--- src/rtl/i2c_pkg.sv ---
// Shared types and helpers for the byte-level I2C master.
package i2c_pkg;

   localparam int I2C_ADDR_W = 7;
   localparam int I2C_DATA_W = 8;

   typedef enum logic [3:0] {
      ST_IDLE,
      ST_START,
      ST_ADDR,
      ST_AACK,
      ST_WDATA,
      ST_WACK,
      ST_RDATA,
      ST_RNACK,
      ST_STOP
   } i2c_state_e;

   typedef enum logic [1:0] {
      Q0,
      Q1,
      Q2,
      Q3
   } i2c_quarter_e;

   function automatic i2c_quarter_e next_quarter(input i2c_quarter_e q);
      return i2c_quarter_e'(q + 2'd1);
   endfunction

   // Bus levels {scl, sda_oe} for a given state, quarter and outgoing data bit.
   function automatic logic [1:0] bus_drive(input i2c_state_e st,
                                            input i2c_quarter_e q,
                                            input logic bit_v);
      logic scl_v;
      logic oe_v;
      scl_v = 1'b1;
      oe_v  = 1'b0;
      case (st)
         ST_START: oe_v = (q == Q2) || (q == Q3);
         ST_ADDR, ST_WDATA: begin
            scl_v = (q == Q2) || (q == Q3);
            oe_v  = ~bit_v;
         end
         ST_AACK, ST_WACK, ST_RDATA, ST_RNACK: scl_v = (q == Q2) || (q == Q3);
         ST_STOP: begin
            scl_v = (q != Q0);
            oe_v  = (q == Q0) || (q == Q1);
         end
         default: begin
            scl_v = 1'b1;
            oe_v  = 1'b0;
         end
      endcase
      return {scl_v, oe_v};
   endfunction

endpackage

--- src/rtl/i2c_bit_timer.sv ---
// Quarter-bit timer: divides clk into four quarters per SCL bit period.
module i2c_bit_timer
   import i2c_pkg::*;
#(
   parameter int CLK_DIV = 4
) (
   input  logic         clk,
   input  logic         reset,
   input  logic         clear_i,
   input  logic         run_i,
   output i2c_quarter_e quarter_o,
   output logic         qstart_o,
   output logic         qend_o,
   output logic         bit_end_o
);

   localparam int CW = $clog2(CLK_DIV);
   localparam logic [CW-1:0] CNT_MAX = CW'(CLK_DIV - 1);

   logic [CW-1:0] cnt_q;
   i2c_quarter_e  quarter_q;

   // Count clk cycles within a quarter and step the quarter at its end.
   always_ff @(posedge clk) begin
      if (!reset || clear_i) begin
         cnt_q     <= '0;
         quarter_q <= Q0;
      end else if (run_i) begin
         if (cnt_q == CNT_MAX) begin
            cnt_q     <= '0;
            quarter_q <= next_quarter(quarter_q);
         end else begin
            cnt_q <= cnt_q + 1'b1;
         end
      end
   end

   assign quarter_o = quarter_q;
   assign qstart_o  = (cnt_q == '0);
   assign qend_o    = (cnt_q == CNT_MAX);
   assign bit_end_o = (cnt_q == CNT_MAX) && (quarter_q == Q3);

endmodule

--- src/rtl/i2c_master.sv ---
// Single-command I2C master: START, address+R/W, ACK, one data byte, ACK/NACK, STOP.
// Handshake: a command transfers on any rising edge where cmd_valid && cmd_ready;
// cmd_ready is high only in IDLE and cmd_valid is ignored at all other times.
module i2c_master
   import i2c_pkg::*;
#(
   parameter int CLK_DIV = 4
) (
   input  logic                  clk,
   input  logic                  reset,
   input  logic                  cmd_valid,
   output logic                  cmd_ready,
   input  logic [I2C_ADDR_W-1:0] cmd_addr,
   input  logic                  cmd_rw,
   input  logic [I2C_DATA_W-1:0] cmd_wdata,
   output logic                  scl,
   output logic                  sda_oe,
   input  logic                  sda_in,
   output logic                  busy,
   output logic                  done,
   output logic                  ack_err,
   output logic [I2C_DATA_W-1:0] rd_data,
   output i2c_state_e            dbg_state
);

   i2c_state_e            state_q, state_d;
   logic [2:0]            bit_cnt_q, bit_cnt_d;
   logic [I2C_DATA_W-1:0] sh_q, sh_d;
   logic [I2C_DATA_W-1:0] wdata_q;
   logic [I2C_DATA_W-1:0] rd_q;
   logic                  rw_q;
   logic                  ack_err_q;
   logic                  done_q;
   logic                  scl_q;
   logic                  sda_oe_q;
   logic                  sda_s1_q, sda_s2_q;

   logic                  accept;
   logic                  sample;
   i2c_quarter_e          quarter;
   i2c_quarter_e          q_nxt;
   logic                  qstart, qend, bit_end;
   logic [1:0]            drive_d;

   assign accept = cmd_valid && (state_q == ST_IDLE);

   i2c_bit_timer #(.CLK_DIV(CLK_DIV)) u_timer (
      .clk       (clk),
      .reset     (reset),
      .clear_i   (accept),
      .run_i     (state_q != ST_IDLE),
      .quarter_o (quarter),
      .qstart_o  (qstart),
      .qend_o    (qend),
      .bit_end_o (bit_end)
   );

   // SDA is sampled at the start of q3 in the slots where the slave owns the line.
   assign sample = qstart && (quarter == Q3) &&
                   ((state_q == ST_AACK) || (state_q == ST_WACK) || (state_q == ST_RDATA));

   // Next state, bit counter, shift register and the quarter seen next cycle.
   always_comb begin
      state_d   = state_q;
      bit_cnt_d = bit_cnt_q;
      sh_d      = sh_q;
      q_nxt     = quarter;
      if (accept) begin
         state_d   = ST_START;
         bit_cnt_d = 3'd0;
         sh_d      = {cmd_addr, cmd_rw};
         q_nxt     = Q0;
      end else if (state_q != ST_IDLE) begin
         if (qend) q_nxt = next_quarter(quarter);
         if (bit_end) begin
            case (state_q)
               ST_START: state_d = ST_ADDR;
               ST_ADDR: begin
                  bit_cnt_d = bit_cnt_q + 3'd1;
                  sh_d      = {sh_q[I2C_DATA_W-2:0], 1'b0};
                  if (bit_cnt_q == 3'd7) state_d = ST_AACK;
               end
               ST_AACK: begin
                  if (ack_err_q) begin
                     state_d = ST_STOP;
                  end else if (rw_q) begin
                     state_d = ST_RDATA;
                  end else begin
                     state_d = ST_WDATA;
                     sh_d    = wdata_q;
                  end
               end
               ST_WDATA: begin
                  bit_cnt_d = bit_cnt_q + 3'd1;
                  sh_d      = {sh_q[I2C_DATA_W-2:0], 1'b0};
                  if (bit_cnt_q == 3'd7) state_d = ST_WACK;
               end
               ST_WACK: state_d = ST_STOP;
               ST_RDATA: begin
                  bit_cnt_d = bit_cnt_q + 3'd1;
                  if (bit_cnt_q == 3'd7) state_d = ST_RNACK;
               end
               ST_RNACK: state_d = ST_STOP;
               ST_STOP:  state_d = ST_IDLE;
               default:  state_d = ST_IDLE;
            endcase
         end
      end
   end

   assign drive_d = bus_drive(state_d, q_nxt, sh_d[I2C_DATA_W-1]);

   // Main FSM with registered bus outputs and result capture.
   always_ff @(posedge clk) begin
      if (!reset) begin
         state_q   <= ST_IDLE;
         bit_cnt_q <= 3'd0;
         sh_q      <= '0;
         wdata_q   <= '0;
         rw_q      <= 1'b0;
         rd_q      <= '0;
         ack_err_q <= 1'b0;
         done_q    <= 1'b0;
         scl_q     <= 1'b1;
         sda_oe_q  <= 1'b0;
      end else begin
         state_q   <= state_d;
         bit_cnt_q <= bit_cnt_d;
         sh_q      <= sh_d;
         scl_q     <= drive_d[1];
         sda_oe_q  <= drive_d[0];
         done_q    <= (state_q == ST_STOP) && bit_end;
         if (accept) begin
            wdata_q   <= cmd_wdata;
            rw_q      <= cmd_rw;
            rd_q      <= '0;
            ack_err_q <= 1'b0;
         end else if (sample) begin
            if (state_q == ST_RDATA) rd_q <= {rd_q[I2C_DATA_W-2:0], sda_s2_q};
            else if (sda_s2_q)       ack_err_q <= 1'b1;
         end
      end
   end

   // Two-flop synchronizer for the resolved SDA line; idle bus reads high.
   always_ff @(posedge clk) begin
      if (!reset) begin
         sda_s1_q <= 1'b1;
         sda_s2_q <= 1'b1;
      end else begin
         sda_s1_q <= sda_in;
         sda_s2_q <= sda_s1_q;
      end
   end

   assign cmd_ready = (state_q == ST_IDLE);
   assign busy      = (state_q != ST_IDLE);
   assign done      = done_q;
   assign ack_err   = ack_err_q;
   assign rd_data   = rd_q;
   assign scl       = scl_q;
   assign sda_oe    = sda_oe_q;
   assign dbg_state = state_q;

endmodule

--- config.mk ---
export PLATFORM = sky130hd
export DESIGN_NAME = i2c_master
export DESIGN_NICKNAME = d
export VERILOG_FILES = /design/src/rtl/i2c_pkg.sv /design/src/rtl/i2c_bit_timer.sv /design/src/rtl/i2c_master.sv
export SDC_FILE = /design/constraint.sdc
export NUM_CORES = 1
export LEC_CHECK = 0
export CELL_PAD_IN_SITES_DETAIL_PLACEMENT = 1
export CELL_PAD_IN_SITES_GLOBAL_PLACEMENT = 1
export CORE_MARGIN = 2
export CORE_UTILIZATION = 34
export DETAILED_ROUTE_END_ITERATION = 7
export PLACE_DENSITY_LB_ADDON = 0.1
export SLEW_MARGIN = 10
export SYNTH_ARGS = -nofsm -noshare
export SYNTH_HDL_FRONTEND = slang
export SYNTH_SLANG_ARGS = --single-unit
--- constraint.sdc ---
create_clock -name clk -period 2 [get_ports clk]
set_clock_uncertainty 0.15 [all_clocks]
set_input_delay 0.5 -clock clk [delete_from_list [all_inputs] [get_ports clk]]
set_output_delay 0.5 -clock clk [all_outputs]
set_load 0.01 [all_outputs]
Yosys cells after proc, flatten, opt, wreduce, memory -nomap -nowiden
Cells that the tools add are included.
{"block": "classes", "addsub": 3, "mul": 0, "n_div": 0, "magnitude_cmp": 0, "eq_ne": 24, "shifts": 0, "muxes": 21, "bitwise_logic": 3, "reduce_logical": 29}
{"cell": "$mux 8", "n": 5}
{"cell": "$eq 4x3->1 const B", "n": 8}
{"cell": "$mux 4", "n": 7}
{"cell": "$pmux 4 s6", "n": 1}
{"cell": "$eq 4x2->1 const B", "n": 4}
{"cell": "$pmux 8 s2", "n": 1}
{"cell": "$mux 2", "n": 5}
{"cell": "$eq 2x2->1 const B", "n": 4}
{"cell": "$eq 4x1->1 const B", "n": 2}
{"cell": "$eq 4x4->1 const B", "n": 2}
{"cell": "$reduce_or 2->1", "n": 4}
{"cell": "$ne 3x2->1 const B", "n": 2}
{"cell": "$reduce_and 3->1", "n": 2}
{"cell": "$reduce_bool 2->1", "n": 3}
{"cell": "$reduce_or 6->1", "n": 1}
{"cell": "$logic_and 1x1->1", "n": 5}
{"cell": "$logic_or 1x1->1", "n": 5}
{"cell": "$reduce_and 5->1", "n": 1}
{"cell": "$add 2x1->2 const B", "n": 2}
{"cell": "$logic_not 2->1", "n": 2}
{"cell": "$logic_not 4->1", "n": 1}
{"cell": "$reduce_bool 4->1", "n": 1}
{"cell": "$add 3x1->3 const B", "n": 1}
{"cell": "$eq 3x3->1 const B", "n": 1}
{"cell": "other kinds (8)", "n": 10}
{"block": "totals", "ff_bits": 42, "latchBits": 0, "mem_bits_rw": 0, "romBits": 0, "output_inout_bits": 18, "wordCells": 95, "mem_count": 0}

Depth between registers and ports, before layout
{"block": "depth", "ltp_word": 9, "mapped_depth": 8, "depth_no_buf": 6}

Modules after synthesis
From an unflattened synthesis, not the netlist that was laid out.
{"block": "unflattened", "cells_unflattened": 227, "area_unflattened_um2": 2119.5}
{"mod": "i2c_master", "n_inst": 1, "cells_per_inst": 204, "area_per_inst_um2": 1889.3, "seq_area_each_um2": 760.7}
{"mod": "i2c_bit_timer", "n_inst": 1, "cells_per_inst": 23, "area_per_inst_um2": 230.2, "seq_area_each_um2": 80.1}

Least setup slack after synthesis
OpenSTA, ideal clock, no wires.
{"block": "synth_timing", "path_kind": "flip-flop to flip-flop", "startpoint": "register state_q[2] (netlist: dbg_state[2])", "endpoint": "register sda_oe_q (netlist: sda_oe)", "arrival_time_ns": 1.857, "required_time_ns": 1.766, "path_slack_ns": -0.091, "path_stages_with_launch": 7, "n_path_buf": 1, "period_less_slack_ns": 2.091, "path_cell_list": "dfxtp_1 > buf_2 > nor3b_1 > o221ai_2 > a2111oi_0 > o211ai_1 > o31ai_2"}
{"block": "synth_between", "elab_chain_len": 9, "word_cells_on_any_way": 38, "cone_classes": "eq/ne (14); mux (14); bitwise (1); reduce/logical (9)"}
{"element": "start: declaration", "line": "i2c_master.sv:26", "source": "i2c_state_e state_q, state_d;"}
{"element": "start signal: assignment", "line": "i2c_master.sv:127", "source": "state_q <= state_d;"}
{"element": "$eq 4x3->1", "line": "i2c_master.sv:76", "source": "case (state_q)"}
{"element": "$reduce_or 2->1 (no source line)"}
{"element": "$pmux 4 s6", "line": "i2c_master.sv:76"}
{"element": "$mux 4", "line": "i2c_master.sv:75", "source": "if (bit_end) begin"}
{"element": "$mux 4", "line": "i2c_master.sv:73", "source": "end else if (state_q != ST_IDLE) begin"}
{"element": "$mux 4", "line": "i2c_master.sv:68", "source": "if (accept) begin"}
{"element": "$eq 4x2->1 or $eq 4x3->1 (tied branches)", "line": "i2c_pkg.sv:38", "source": "case (st)"}
{"element": "$reduce_or 2->1", "line": "i2c_pkg.sv:38"}
{"element": "$pmux 1 s3 *", "line": "i2c_pkg.sv:38"}
{"element": "end signal: assignment", "line": "i2c_master.sv:131", "source": "sda_oe_q <= drive_d[0];"}
{"element": "end: declaration", "line": "i2c_master.sv:35", "source": "logic sda_oe_q;"}
Mark *: on every way between the ends. The rest lies on a longest branch, timed or not. The select of a mux whose other input is x is not followed.
A chain may end at the register's enable or synchronous reset.

Final worst setup path
{"block": "layout_timing", "startpoint": "register state_q[0] (netlist: dbg_state[0])", "endpoint": "register sda_oe_q (netlist: sda_oe)"}
Same word-level chain as after synthesis.

==> impl_results.rst <==
.. list-table::
   :header-rows: 1

   * - Metric
     - Value
   * - Outcome
     - complete, but fails checks
   * - Violated checks
     - setup timing
   * - Slowest cell delay on critical path
     - 0.57 ns
   * - Worst-skew pair later-pin latency
     - 0.30 ns
   * - Critical path start-end classification
     - register to register
   * - Highest clock rate
     - 474 MHz
   * - Clock tree root driver cell
     - sky130_fd_sc_hd__clkbuf_8
   * - Number of setup violations in the final report
     - 4
   * - Max-slew violations
     - 0
   * - Maximum resistive drop on vdd
     - approximately 0.00035 V
   * - Predominant post-synthesis flop cell
     - sky130_fd_sc_hd__dfxtp_1
   * - Number of DRC markers in iteration 0
     - 60
   * - Area of the core
     - 0.00557 mm2
   * - Cell area after layout
     - 0.00287 mm2
   * - Synth area leader
     - sky130_fd_sc_hd__dfxtp_1
   * - Vias in the first global route
     - approximately 1900
   * - Port Buf Inserts
     - 37
   * - Netlist area before placement
     - a little under 0.002 mm2
   * - P&R area growth vs syn
     - 44.8%
   * - Number of top-level design ports
     - 38
   * - Clock transition at the registers of the reported paths
     - 0.08 ns
   * - Fraction of post-synthesis cell area in the top cell type by area
     - 42.5%
   * - Layout cell share with drive strength beyond 1
     - 21.8%
   * - Startpoint of the tightest hold check path
     - sda_s1_q
   * - Worst Path Required
     - just over 2 ns
   * - Drc violations
     - 0
   * - Largest cells by area after synthesis
     - sky130_fd_sc_hd__dfxtp_1, sky130_fd_sc_hd__nand2_1, sky130_fd_sc_hd__a21oi_1
   * - Unique cell type count in the Yosys netlist
     - 52
   * - Total vias in the final route
     - 1872
   * - Setup TNS Final
     - -0.314 ns
   * - Launch point of the worst path
     - dbg_state[0]
   * - Total routed wirelength
     - 5850 um
   * - Power density normalized to cell area
     - approximately 640 mW/mm2
   * - Std-Cell Rows
     - 27
   * - Total of hold buffers inserted after clock tree synthesis
     - 0
   * - RSZ-0062 raised after global routing
     - true
   * - Most common library cells after synthesis
     - sky130_fd_sc_hd__dfxtp_1, sky130_fd_sc_hd__nand2_1, sky130_fd_sc_hd__nor2_1
   * - # Max-Cap Violations
     - 0
   * - Antenna Cells
     - 0
   * - Total power
     - roughly 1800 uW
   * - Slowest stage cell on the critical path
     - sky130_fd_sc_hd__or4_4
   * - Largest net degree at the start of global routing
     - 21
   * - Die Outline Area
     - 0.00644 mm2
   * - Final WS setup
     - -0.110 ns
   * - Class of the worst hold path
     - register to register
   * - Total area of sequential cells
     - 843 um2
   * - Count of endpoints failing hold in the final timing report
     - 0
   * - Count of TritonRoute iterations in the first routing pass
     - 4
   * - Routed len/inst
     - about 16 um
   * - Register bit count reported by yosys
     - 42
   * - Net count of the mapped netlist
     - about 260
   * - Static leakage power
     - around 0.0011 uW
   * - Element type at the critical path end
     - register
   * - Clock buffer count from CTS
     - 5
   * - Die Y-Extent
     - between 80 and 90 um
   * - Synth warn
     - 0
   * - CTS tree
     - done
   * - Total grt overflow
     - 0
   * - Synthesized area per cell
     - about 8.6 um2
   * - Most numerous cell in the Yosys netlist
     - sky130_fd_sc_hd__dfxtp_1
   * - H-tree levels
     - 2
   * - Final HPWL DP
     - about 4200 um
   * - Fraction of registers with async set/reset
     - 0%
   * - Arrival time reported for the critical path endpoint
     - approximately 2.2 ns
   * - Count of flip-flops with a built-in enable after synthesis
     - 0
   * - Gate Count Post-Synth
     - 230
   * - Post-route antenna net violation count
     - 0
   * - Portion of the post-synthesis area used by sequential elements
     - 42.5%
   * - Last weighted congestion value of the routability-driven placer
     - 0.794
   * - Wire length of the first global-routing pass
     - 9380 um
   * - Number of sinks driven by the clock tree
     - 42
   * - Placed Area
     - 0.00265 mm2
   * - Global Route Usage Sum
     - between 10% and 20%
   * - List of cells traversed by the critical path
     - or4_4, clkinv_4, buf_6, mux2i_4, a21o_1, a31oi_1, o31ai_2
   * - Category of the worst setup path launch point
     - register
   * - Fin crit share
     - 105%
   * - Shortest clock period the worst path allows after layout
     - 2.11 ns
   * - Initial core utilization
     - 35.5%
   * - Headroom to the max-slew limit
     - 58.9%
   * - Worst reg2reg startpoint
     - dbg_state[0]
   * - Number of buffers on the longest clock path
     - 2
   * - Max FO, Critical Path
     - 5
   * - Detailed-route vias per instance
     - 5.13
   * - Number of fill cells in the layout
     - 660
   * - Final net count
     - 317
   * - Pin slew with the least headroom to its limit
     - 0.613 ns
   * - Antenna violations before repair
     - 0
   * - Horiz. Die Dim
     - around 80 um
   * - Area of the multi-input gates
     - 0.00115 mm2
## layout make-up
cell class                      instances  share of cell area, %
Clock buffer                            5                   2.40
Multi-Input combinational cell        169                   40.2
Timing Repair Buffer                   69                   22.6
Clock inverter                          3                   1.40
Inverter                                5                  0.830
Sequential cell                        42                   29.4
Tap cell                               72                   3.14
## power by group
part	switching, uW	leakage [uW]	internal (uW)
Combinational	129	0.000716	140
Sequential	17.7	0.000343	868
Clock	300	0.0000579	368
Total	447	0.00112	1380
## placed cells by master, fill, tap and decap left out, drive strengths merged, types with 3 or more instances in the layout
cell | synthesis | routed
nand2b | 3 | 3
dfxtp | 42 | 42
o21ai | 3 | 3
ha | 5 | 5
clkinv | 1 | 3
clkdlybuf4s50 | 0 | 30
dlygate4sd2 | 0 | 3
inv | 4 | 4
nor3 | 4 | 4
nor2 | 25 | 25
buf | 5 | 34
a21oi | 23 | 23
nand2 | 31 | 31
a22oi | 6 | 6
mux2i | 12 | 12
clkbuf | 9 | 5
o21a | 7 | 7
nand3 | 11 | 11
## flip-flops by register name, summed over array words and instances (netlist names)
register,count
u_timer.quarter_o,2
rw_q,1
sda_oe,1
u_timer.cnt_q,2
wdata_q,8
bit_cnt_q,3
sda_s2_q,1
rd_data,8
sh_q,8
dbg_state,4
done,1
scl,1
ack_err,1
sda_s1_q,1
## worst max-delay path: cells and delay by family, from the launching register on
kind                   cells  cell delay, ns
AND/OR/NAND/NOR            1            0.57
flip-flops                 1            0.33
multiplexers               1            0.33
buffers and inverters      2            0.18
AO/OA/AOI/OAI              3            0.48
## logic make-up after synthesis
| family | after synthesis | synth area share [%] |
|---|---|---|
| AND/OR/NAND/NOR | 92 | 22.6 |
| AO/OA/AOI/OAI | 58 | 20.4 |
| flip-flops | 42 | 42.5 |
| buffers and inverters | 19 | 4.17 |
| multiplexers | 12 | 6.26 |
| adder cells (fa/ha/maj) | 5 | 3.16 |
| XOR/XNOR | 2 | 0.886 |
## per-layer routing
layer	wire length [um]	share of wire, %	GRT usage, %	vias up
li1	-	-	-	944
met1	2750	47	25.4	887
met2	2880	49	31.9	36
met3	168	2.9	3.03	5
met4	53	0.91	5.08	0
met5	0	0	0	-
## metrics by stage
step	hold WS [ns]	utilization (%)	setup WS (ns)	cells
after CTS	0.264	50.3	-0.119	363
after global routing	0.314	51.4	-0.192	365
after global placement	0.255	47.5	-0.163	355
final	0.292	51.4	-0.110	365
after floorplan	0.236	-	-0.0379	230
after detailed placement	0.245	47.5	-0.171	355
## worst paths after layout
check,cells after the start,to,slack [ns]
setup / recovery,7,sda_oe,-0.11
hold / removal,1,sda_s2_q,0.29
setup reg to reg,7,sda_oe,-0.11
hold reg to reg,1,sda_s2_q,0.29
## timing repair
action / in CTS / in global routing
setup endpoints to repair: 35 / 9
gates resized for setup: 20 / 14
gates cloned: 0 / 0
buffers inserted: 0 / 2
pin swaps: 1 / 3
Power figures use the tool's default switching activity.
